## config.mk

```make
export PLATFORM = sky130hd
export DESIGN_NAME = rr_arb4
export DESIGN_NICKNAME = d
export VERILOG_FILES = /design/src/rtl/rr_arb4_pkg.sv /design/src/rtl/rr_pick4.sv /design/src/rtl/rr_arb4.sv
export SDC_FILE = /design/constraint.sdc
export NUM_CORES = 1
export LEC_CHECK = 0
export ABC_AREA = 1
export ABC_CLOCK_PERIOD_IN_PS = 2290
export CELL_PAD_IN_SITES_DETAIL_PLACEMENT = 1
export CELL_PAD_IN_SITES_GLOBAL_PLACEMENT = 1
export CORE_MARGIN = 3
export CORE_UTILIZATION = 27
export DETAILED_ROUTE_END_ITERATION = 10
export GPL_TIMING_DRIVEN = 0
export PLACE_DENSITY = 0.74
export RECOVER_POWER = 50
export SYNTH_ARGS = -nofsm -noshare
export SYNTH_HDL_FRONTEND = slang
export SYNTH_HIERARCHICAL = 1
export SYNTH_SLANG_ARGS = --single-unit
```

## constraint.sdc

```tcl
create_clock -name clk -period 2.29 [get_ports clk]
set_clock_uncertainty 0.2 [all_clocks]
set_input_delay 0.458 -clock clk [delete_from_list [all_inputs] [get_ports clk]]
set_output_delay 0.458 -clock clk [all_outputs]
set_load 0.01 [all_outputs]
```

## src/rtl/rr_arb4_pkg.sv

```systemverilog
// Shared types and constants for the rr_arb4 round-robin packet arbiter.
// Imported by the picker and the top level.
package rr_arb4_pkg;

  localparam int NREQ = 4;

  typedef enum logic {
    IDLE = 1'b0,
    BUSY = 1'b1
  } state_t;

endpackage

```

## src/rtl/rr_pick4.sv

```systemverilog
// Combinational rotating-priority picker for four requesters.
// Searches ptr+1, ptr+2, ptr+3, ptr (mod 4) and returns the first hit.
module rr_pick4
  import rr_arb4_pkg::*;
(
  input  logic [NREQ-1:0] req,
  input  logic [1:0]      ptr,
  output logic [NREQ-1:0] win,
  output logic [1:0]      idx,
  output logic            any
);

  logic [1:0] c;
  logic       found;

  // Walk the rotated priority order; the first requester seen wins.
  always_comb begin
    win   = '0;
    idx   = '0;
    c     = '0;
    found = 1'b0;
    for (int k = 1; k <= NREQ; k++) begin
      c = ptr + 2'(k);
      if (!found && req[c]) begin
        found  = 1'b1;
        win[c] = 1'b1;
        idx    = c;
      end
    end
  end

  assign any = |req;

endmodule

```

## src/rtl/rr_arb4.sv

```systemverilog
// Four-way round-robin packet arbiter with packet lock.
// A grant is held from the first beat until the beat flagged last.
module rr_arb4
  import rr_arb4_pkg::*;
#(
  parameter int WIDTH = 4
) (
  input  logic             clk,
  input  logic             reset,
  input  logic [3:0]       req,
  input  logic [3:0]       last,
  input  logic [WIDTH-1:0] d0,
  input  logic [WIDTH-1:0] d1,
  input  logic [WIDTH-1:0] d2,
  input  logic [WIDTH-1:0] d3,
  input  logic             out_ready,
  output logic [WIDTH-1:0] y,
  output logic             out_valid,
  output logic             out_last,
  output logic [1:0]       sel,
  output logic [3:0]       gnt,
  output logic [3:0]       ack
);

  state_t     state, state_n;
  logic [1:0] ptr, ptr_n;
  logic [1:0] sel_n;
  logic [3:0] gnt_n;
  logic [3:0] win;
  logic [1:0] idx;
  logic       any;
  logic       busy;
  logic [WIDTH-1:0] dsel;

  rr_pick4 u_pick (
    .req (req),
    .ptr (ptr),
    .win (win),
    .idx (idx),
    .any (any)
  );

  // State, pointer and grant registers; ptr=3 gives requester 0 first turn.
  always_ff @(posedge clk or posedge reset) begin
    if (reset) begin
      state <= IDLE;
      ptr   <= 2'd3;
      gnt   <= '0;
      sel   <= '0;
    end else begin
      state <= state_n;
      ptr   <= ptr_n;
      gnt   <= gnt_n;
      sel   <= sel_n;
    end
  end

  // Next-state: grant in IDLE, release on the last accepted beat.
  always_comb begin
    state_n = state;
    ptr_n   = ptr;
    gnt_n   = gnt;
    sel_n   = sel;
    unique case (state)
      IDLE: begin
        if (any) begin
          state_n = BUSY;
          gnt_n   = win;
          sel_n   = idx;
        end
      end
      BUSY: begin
        if (out_last && out_ready) begin
          state_n = IDLE;
          ptr_n   = sel;
          gnt_n   = '0;
        end
      end
      default: state_n = IDLE;
    endcase
  end

  // Data mux driven by the registered select.
  always_comb begin
    dsel = '0;
    unique case (sel)
      2'd0: dsel = d0;
      2'd1: dsel = d1;
      2'd2: dsel = d2;
      2'd3: dsel = d3;
      default: dsel = '0;
    endcase
  end

  assign busy      = (state == BUSY);
  assign y         = busy ? dsel : '0;
  assign out_valid = busy & req[sel];
  assign out_last  = out_valid & last[sel];
  assign ack       = gnt & req & {4{out_ready}};

endmodule

```

After elaboration in Yosys (flattened, before gate mapping). Cells that the tools add are included.

Logic and storage cells: 84. Register bits: 9. Input bits: 27.

Multiplexer cells: 39. Bitwise operators: 8. $add $sub $neg: 3. Reductions and logical operators: 16. Magnitude comparators: 9. Eq/ne operators: 5.

Operators with widths (count): $mux W4 (7); $pmux W4 S4 (1); $lt A2 B3 Y1 const B (5); $mux W1 (15); $bmux W1 S2 (6); $or A4 B4 Y4 (3); $and A4 B4 Y4 (2); $demux W1 S2 (4); $ge A2 B1 Y1 const B (4); $logic_and A1 B1 Y1 (8); $mux W2 (4); $pmux W4 S2 (1); $reduce_and A2 Y1 (3); $add A2 B2 Y2 const B (2); $eq A2 B2 Y1 const B (2); $reduce_or A4 Y1 (1); $logic_not A1 Y1 (3); $add A2 B1 Y2 const B (1); $and A1 B1 Y1 (2); $eq A2 B1 Y1 const B (1); $logic_not A2 Y1 (1); $ne A2 B1 Y1 const B (1); $ne A2 B2 Y1 const B (1); $pmux W1 S2 (1); $not A1 Y1 (1).

Depth between registers and ports, before layout.
Word-level depth: 15. Gate-level depth with buffers: 14. Mapped depth without buffers: 13.

Hierarchy. The synthesis kept the hierarchy.

By module, submodules not included: rr_arb4 (area each 659.4 um2, sequential area each 227.7 um2, cells an instance 102, instances 1); rr_pick4 (area each 528.0 um2, sequential area each 0.0 um2, cells an instance 86, instances 1).

Worst setup path before layout. Ideal clock, no wire load.

Path type: register to register. From: register ptr[0]. To: register gnt[0]. Required time: 2.025 ns. Arrival: 1.918 ns. Clock period less this slack: 2.183 ns. Setup slack: 0.107 ns. Cell stages (with the launch flop): 15. Cells stage by stage: dfstp_2 > buf_6 > inv_6 > ha_1 > inv_1 > nand3_1 > nand2_1 > nand2_1 > inv_1 > nand3_1 > nand3_1 > inv_1 > nor2_1 > nand2_1 > nand2_1.

Longest elaborated chain between the ends: 15.

Ends and longest elaborated chain: from (decl) (line rr_arb4.sv:26) `logic [1:0] ptr, ptr_n;`; from (signal assigned) (line rr_arb4.sv:52) `ptr <= ptr_n;`; branches (longest 12 deep; another with $lt A2 B3 Y1); $mux W4 * (line rr_pick4.sv:24) `if (!found && req[c]) begin`; net win[0] (line rr_arb4.sv:29) `logic [3:0] win;`; $mux W4 * (line rr_arb4.sv:66) `if (any) begin`; $pmux W4 S2 * (line rr_arb4.sv:64) `unique case (state)`; to (signal assigned) (line rr_arb4.sv:53) `gnt <= gnt_n;`; to (decl) (line rr_arb4.sv:21) `output logic [3:0] gnt,`.

Mark *: on every way through the listed nets, which the timed path passes. The select of a mux whose other input is x is not followed. A chain may end at the register's enable or synchronous reset.

Worst setup path in the final report.
From: register sel[0]. To: output port out_valid.

Longest elaborated chain between the ends: 3.

Ends and longest elaborated chain: from (decl) (line rr_arb4.sv:20) `output logic [1:0] sel,`; from (signal assigned) (line rr_arb4.sv:54) `sel <= sel_n;`; $bmux W1 S2 (line rr_arb4.sv:97) `assign out_valid = busy & req[sel];`; $mux W1 (not written as such) (line rr_arb4.sv:97); $and A1 B1 Y1 (line rr_arb4.sv:97); to (decl) (line rr_arb4.sv:18) `output logic out_valid,`.

No other way between the ends. The select of a mux whose other input is x is not followed.

==> flow_results.org <==
** Status
- Status :: complete, no violations

** Synthesis
- The synthesized netlist occupies a cell area of 0.001187 mm^2.
- Register bit total from synthesis :: 9
- After synthesis, the largest area contributor takes up 20.23% of total cell area.
- The synthesized design contains 0 enable-type register cells.
- Counting every instance in the synthesized netlist gives 188.
- For this run, the number of Yosys warnings is 6.
- Flip-flop cell with the highest count after synthesis :: dfrtp_1
- Share of async-settable or async-resettable flops after synthesis :: 100.0%
- Area contributors post-synth :: nand2_1, dfrtp_1, nand3_1, ha_1, inv_1
- Top cell types by occurrence after synthesis :: nand2_1, nand3_1, inv_1, nor2_1
- Avg Inst Size Synth :: 6.316 um^2
- Unique cell type count in the Yosys netlist :: 23
- The largest total area in the synthesized netlist belongs to nand2_1.
- Most instantiated library cell after synthesis :: nand2_1
- Of the synthesized area, sequential elements account for 19.18%.
- The number of nets in the synthesized netlist is 223.

** Floorplanning
- The core region is 0.004115 mm^2.
- In this run the vertical extent of the chip is 72.32 um.
- The initialized floorplan defines 23 standard-cell rows.
- For this configuration, the core starts out at a cell density of 28.85%.
- Measured along the x axis, the die boundary spans 72.32 um.
- Area enclosed by the die boundary :: 0.005229 mm^2
- I/O pin cnt :: 43

** Power and ir drop
- In this run the power density over the cells is 1329 mW/mm^2.
- Peak supply drop :: 0.6011 mV
- Cell-internal power :: 1105 uW
- Combinational logic is responsible for 78.3% of the overall power.
- Of the total power, registers draw 13.9%.
- Leak :: 0.0008768 uW
- Clock group share of total power :: 7.8%
- The analysis attributes to net switching a power of 1263 uW.
- Net Sw Frac :: 53.34%

** Route
- Number of remaining DRC errors :: 0
- Met2 WL post-DR :: 2.031 mm
- Detail-routed net length per standard cell :: 14.03 um
- The first detailed-routing pass took 4 iterations.
- Uppermost signal routing layer after detailed routing :: met3
- Residual antenna-violating net count after detailed routing :: 0
- Detailed-routed wire length on met3 :: 146 um
- For this block, the routed nets add up to 4.055 mm of wire.
- Using the TritonRoute via totals, the vias-per-cell ratio works out to 4.799.
- DR vias :: 1387
- Wl on met1 :: 1.878 mm
- DRC violation total after the first TritonRoute iteration :: 57

** Worst setup path
- Category of the critical setup timing path :: reg -> out
- CP startpoint kind :: flop
- The signal on the critical path passes through buf_6 -> inv_6 -> nand2_1 -> nand2_1 -> nand2_1 -> a21oi_1 -> dlygate4sd2_1.
- Required time worst endpoint :: 1630 ps
- Critical path endpoint category :: output pin
- Along the worst path, the maximum fanout reaches 9.
- Slowest stage delay, CP :: 380 ps
- STA puts the critical path data arrival time at 1540 ps.
- Among cell families on the critical path, the largest total delay comes from buffers and inverters.
- Critical path buffers and inverters :: 3
- Critical-path top delay cell :: dfrtp_1
- Most used cell, CP :: nand2_1

** Placement
- Final weighted congestion of routability-driven global placement :: 0.7785
- Summed over all nets, the half-perimeter wirelength after detailed placement is 3.298 mm.
- Prior to clock tree synthesis, the placed netlist has a worst setup slack of -545.4 ps.
- Input and output buffers added on the ports amount to 42.

** Timing
- TNS Setup :: 0 ps
- The worst path meets setup with 96.16 ps of slack.
- Max Fclk :: 455.8 MHz
- The final number of hold-violating endpoints was 0.
- The clock period could shrink to 2194 ps.
- Share of the clock period used by the worst path :: 95.80%
- At the pin with the least slew margin, the transition time is 353.1 ps.
- Number of endpoints failing setup at the final stage :: 0
- The max-slew violation total from the final report is 0.
- Relative slew slack :: 76.44%
- Setup repair after global routing could not meet its margin everywhere.

** Finish
- From synthesis to final layout, the design area changed by 50.05%.
- Net count reported at finish :: 275
- Layout cells sized above 1 :: 17.57%
- 0 antenna diodes ended up in the layout.

** Global route
- The first global-routing pass estimated 6.610 mm of wire.
- The initial antenna violation count was 0.
- Global-route usage over all layers :: 15.60%
- After global routing the overflow that remains totals 0.
- Pin count of the biggest net entering global routing :: 12
- The via count of the first global-routing pass is 1465.

** Clocking
- Register clock-pin slew on the reported worst setup and hold paths :: 50 ps
- Number of clock sinks seen by CTS :: 9
- The tree is rooted in a clkbuf_8.
- Clk buf depth :: 2
- For the worst-skew pair, the clock arrives at the later sink with an insertion delay of 230 ps.
- TritonCTS built the clock tree.
- In this run the number of H-tree levels came out at 1.
- The number of clock buffers added by TritonCTS is 3.

** Worst hold path
- In this run the worst hold path is classified as reg -> reg.

** Job
- Across the run, the number of max-cap violations was 0.
registers in the layout (all words and copies together) (netlist names):
| name | cells |
|---|---|
| busy | 1 |
| gnt | 4 |
| ptr | 2 |
| sel | 2 |
cells by family (layout without fill, tap and decap cells):
logic type               Yosys count  in the layout  share of synthesized area (%)
AND/OR/NAND/NOR                  125            125                          51.32
buffers and inverters             25             76                          10.12
AO/OA/AOI/OAI                     21             21                          10.96
flip-flops                         9              9                          19.18
adder cells (fa/ha/maj)            8              8                          8.430
worst min-delay path: stages (launching register included):
cell     delay (ps)
dfrtp_1         370
nand3_1          80
nand2_1          60
path summary, 6_finish.rpt:
| check | startpoint | end | slack, ps | cells past startpoint |
|---|---|---|---|---|
| max in group asynchronous | reset | ptr[1]$_DFFE_PP1P_ | 1160 | 2 |
| hold / removal | gnt[0]$_DFFE_PP0P_ | gnt[0]$_DFFE_PP0P_ | 340 | 2 |
| setup reg to reg | ptr[1]$_DFFE_PP1P_ | gnt[2]$_DFFE_PP0P_ | 130 | 11 |
| hold reg to reg | gnt[0]$_DFFE_PP0P_ | gnt[0]$_DFFE_PP0P_ | 340 | 2 |
| setup / recovery | sel[0]$_DFFE_PP0P_ | out_valid | 100 | 7 |
| min in group asynchronous | reset | gnt[3]$_DFFE_PP0P_ | 430 | 2 |
timing repair:
action                                  CTS  global route
setup buffers                             1             4
endpoints found under the setup margin   16             7
resized for setup                        28             6
pin swaps                                 0             1
hold buffers                              0             0
placed cells by master, fill, tap and decap left out, types with 2 or more instances in the layout:
master	netlist	routed
nand2_1	64	64
nand3_1	27	27
clkdlybuf4s50_1	0	24
inv_1	19	15
nor2_1	18	15
dlygate4sd2_1	0	12
a21oi_1	8	8
ha_1	8	7
dfrtp_1	7	6
o21ai_1	5	5
nand2_2	5	5
nand2_4	5	5
buf_4	0	5
inv_2	1	4
nor2_4	0	4
a41oi_1	4	4
dlygate4sd3_1	0	4
a21boi_0	4	4
clkbuf_8	0	3
inv_6	2	2
dfstp_2	2	2
final cells by class:
cell class,count,area (um^2)
Buffer,3,31.28
Tap cell,50,62.56
Timing Repair Buffer,47,439.2
Inverter,22,95.09
Fill cell,550,2333
Sequential cell,9,229.0
Clock buffer,4,45.04
Multi-Input combinational cell,154,879.6
metal layers:
layer	up-vias	track usage, %
met5	-	0
met4	0	1.879
met3	0	2.216
met2	22	28.21
met1	655	20.07
li1	710	-
per-stage QoR:
stage	instances	power [uW]	area [um^2]	util [%]	hold WS, ps
floorplan	188	1499	1187	-	84.49
global placement	280	2067	1670	40.59	322.1
detailed placement	280	2089	1670	40.59	331.8
CTS	285	2326	1745	42.41	302.0
global route	289	2614	1782	43.30	382.3
finish	289	2368	1782	43.30	344.5
power by group through the flow:
| stage | combinational [uW] | sequential (uW) | clock [uW] |
|---|---|---|---|
| after floorplan | 1170 | 333 | 0 |
| final | 1850 | 329 | 185 |
| after detailed placement | 1750 | 337 | 0 |
| after global routing | 2070 | 340 | 200 |
| after global placement | 1730 | 336 | 0 |
| after CTS | 1800 | 337 | 190 |
(Power assumes the default switching activity.)
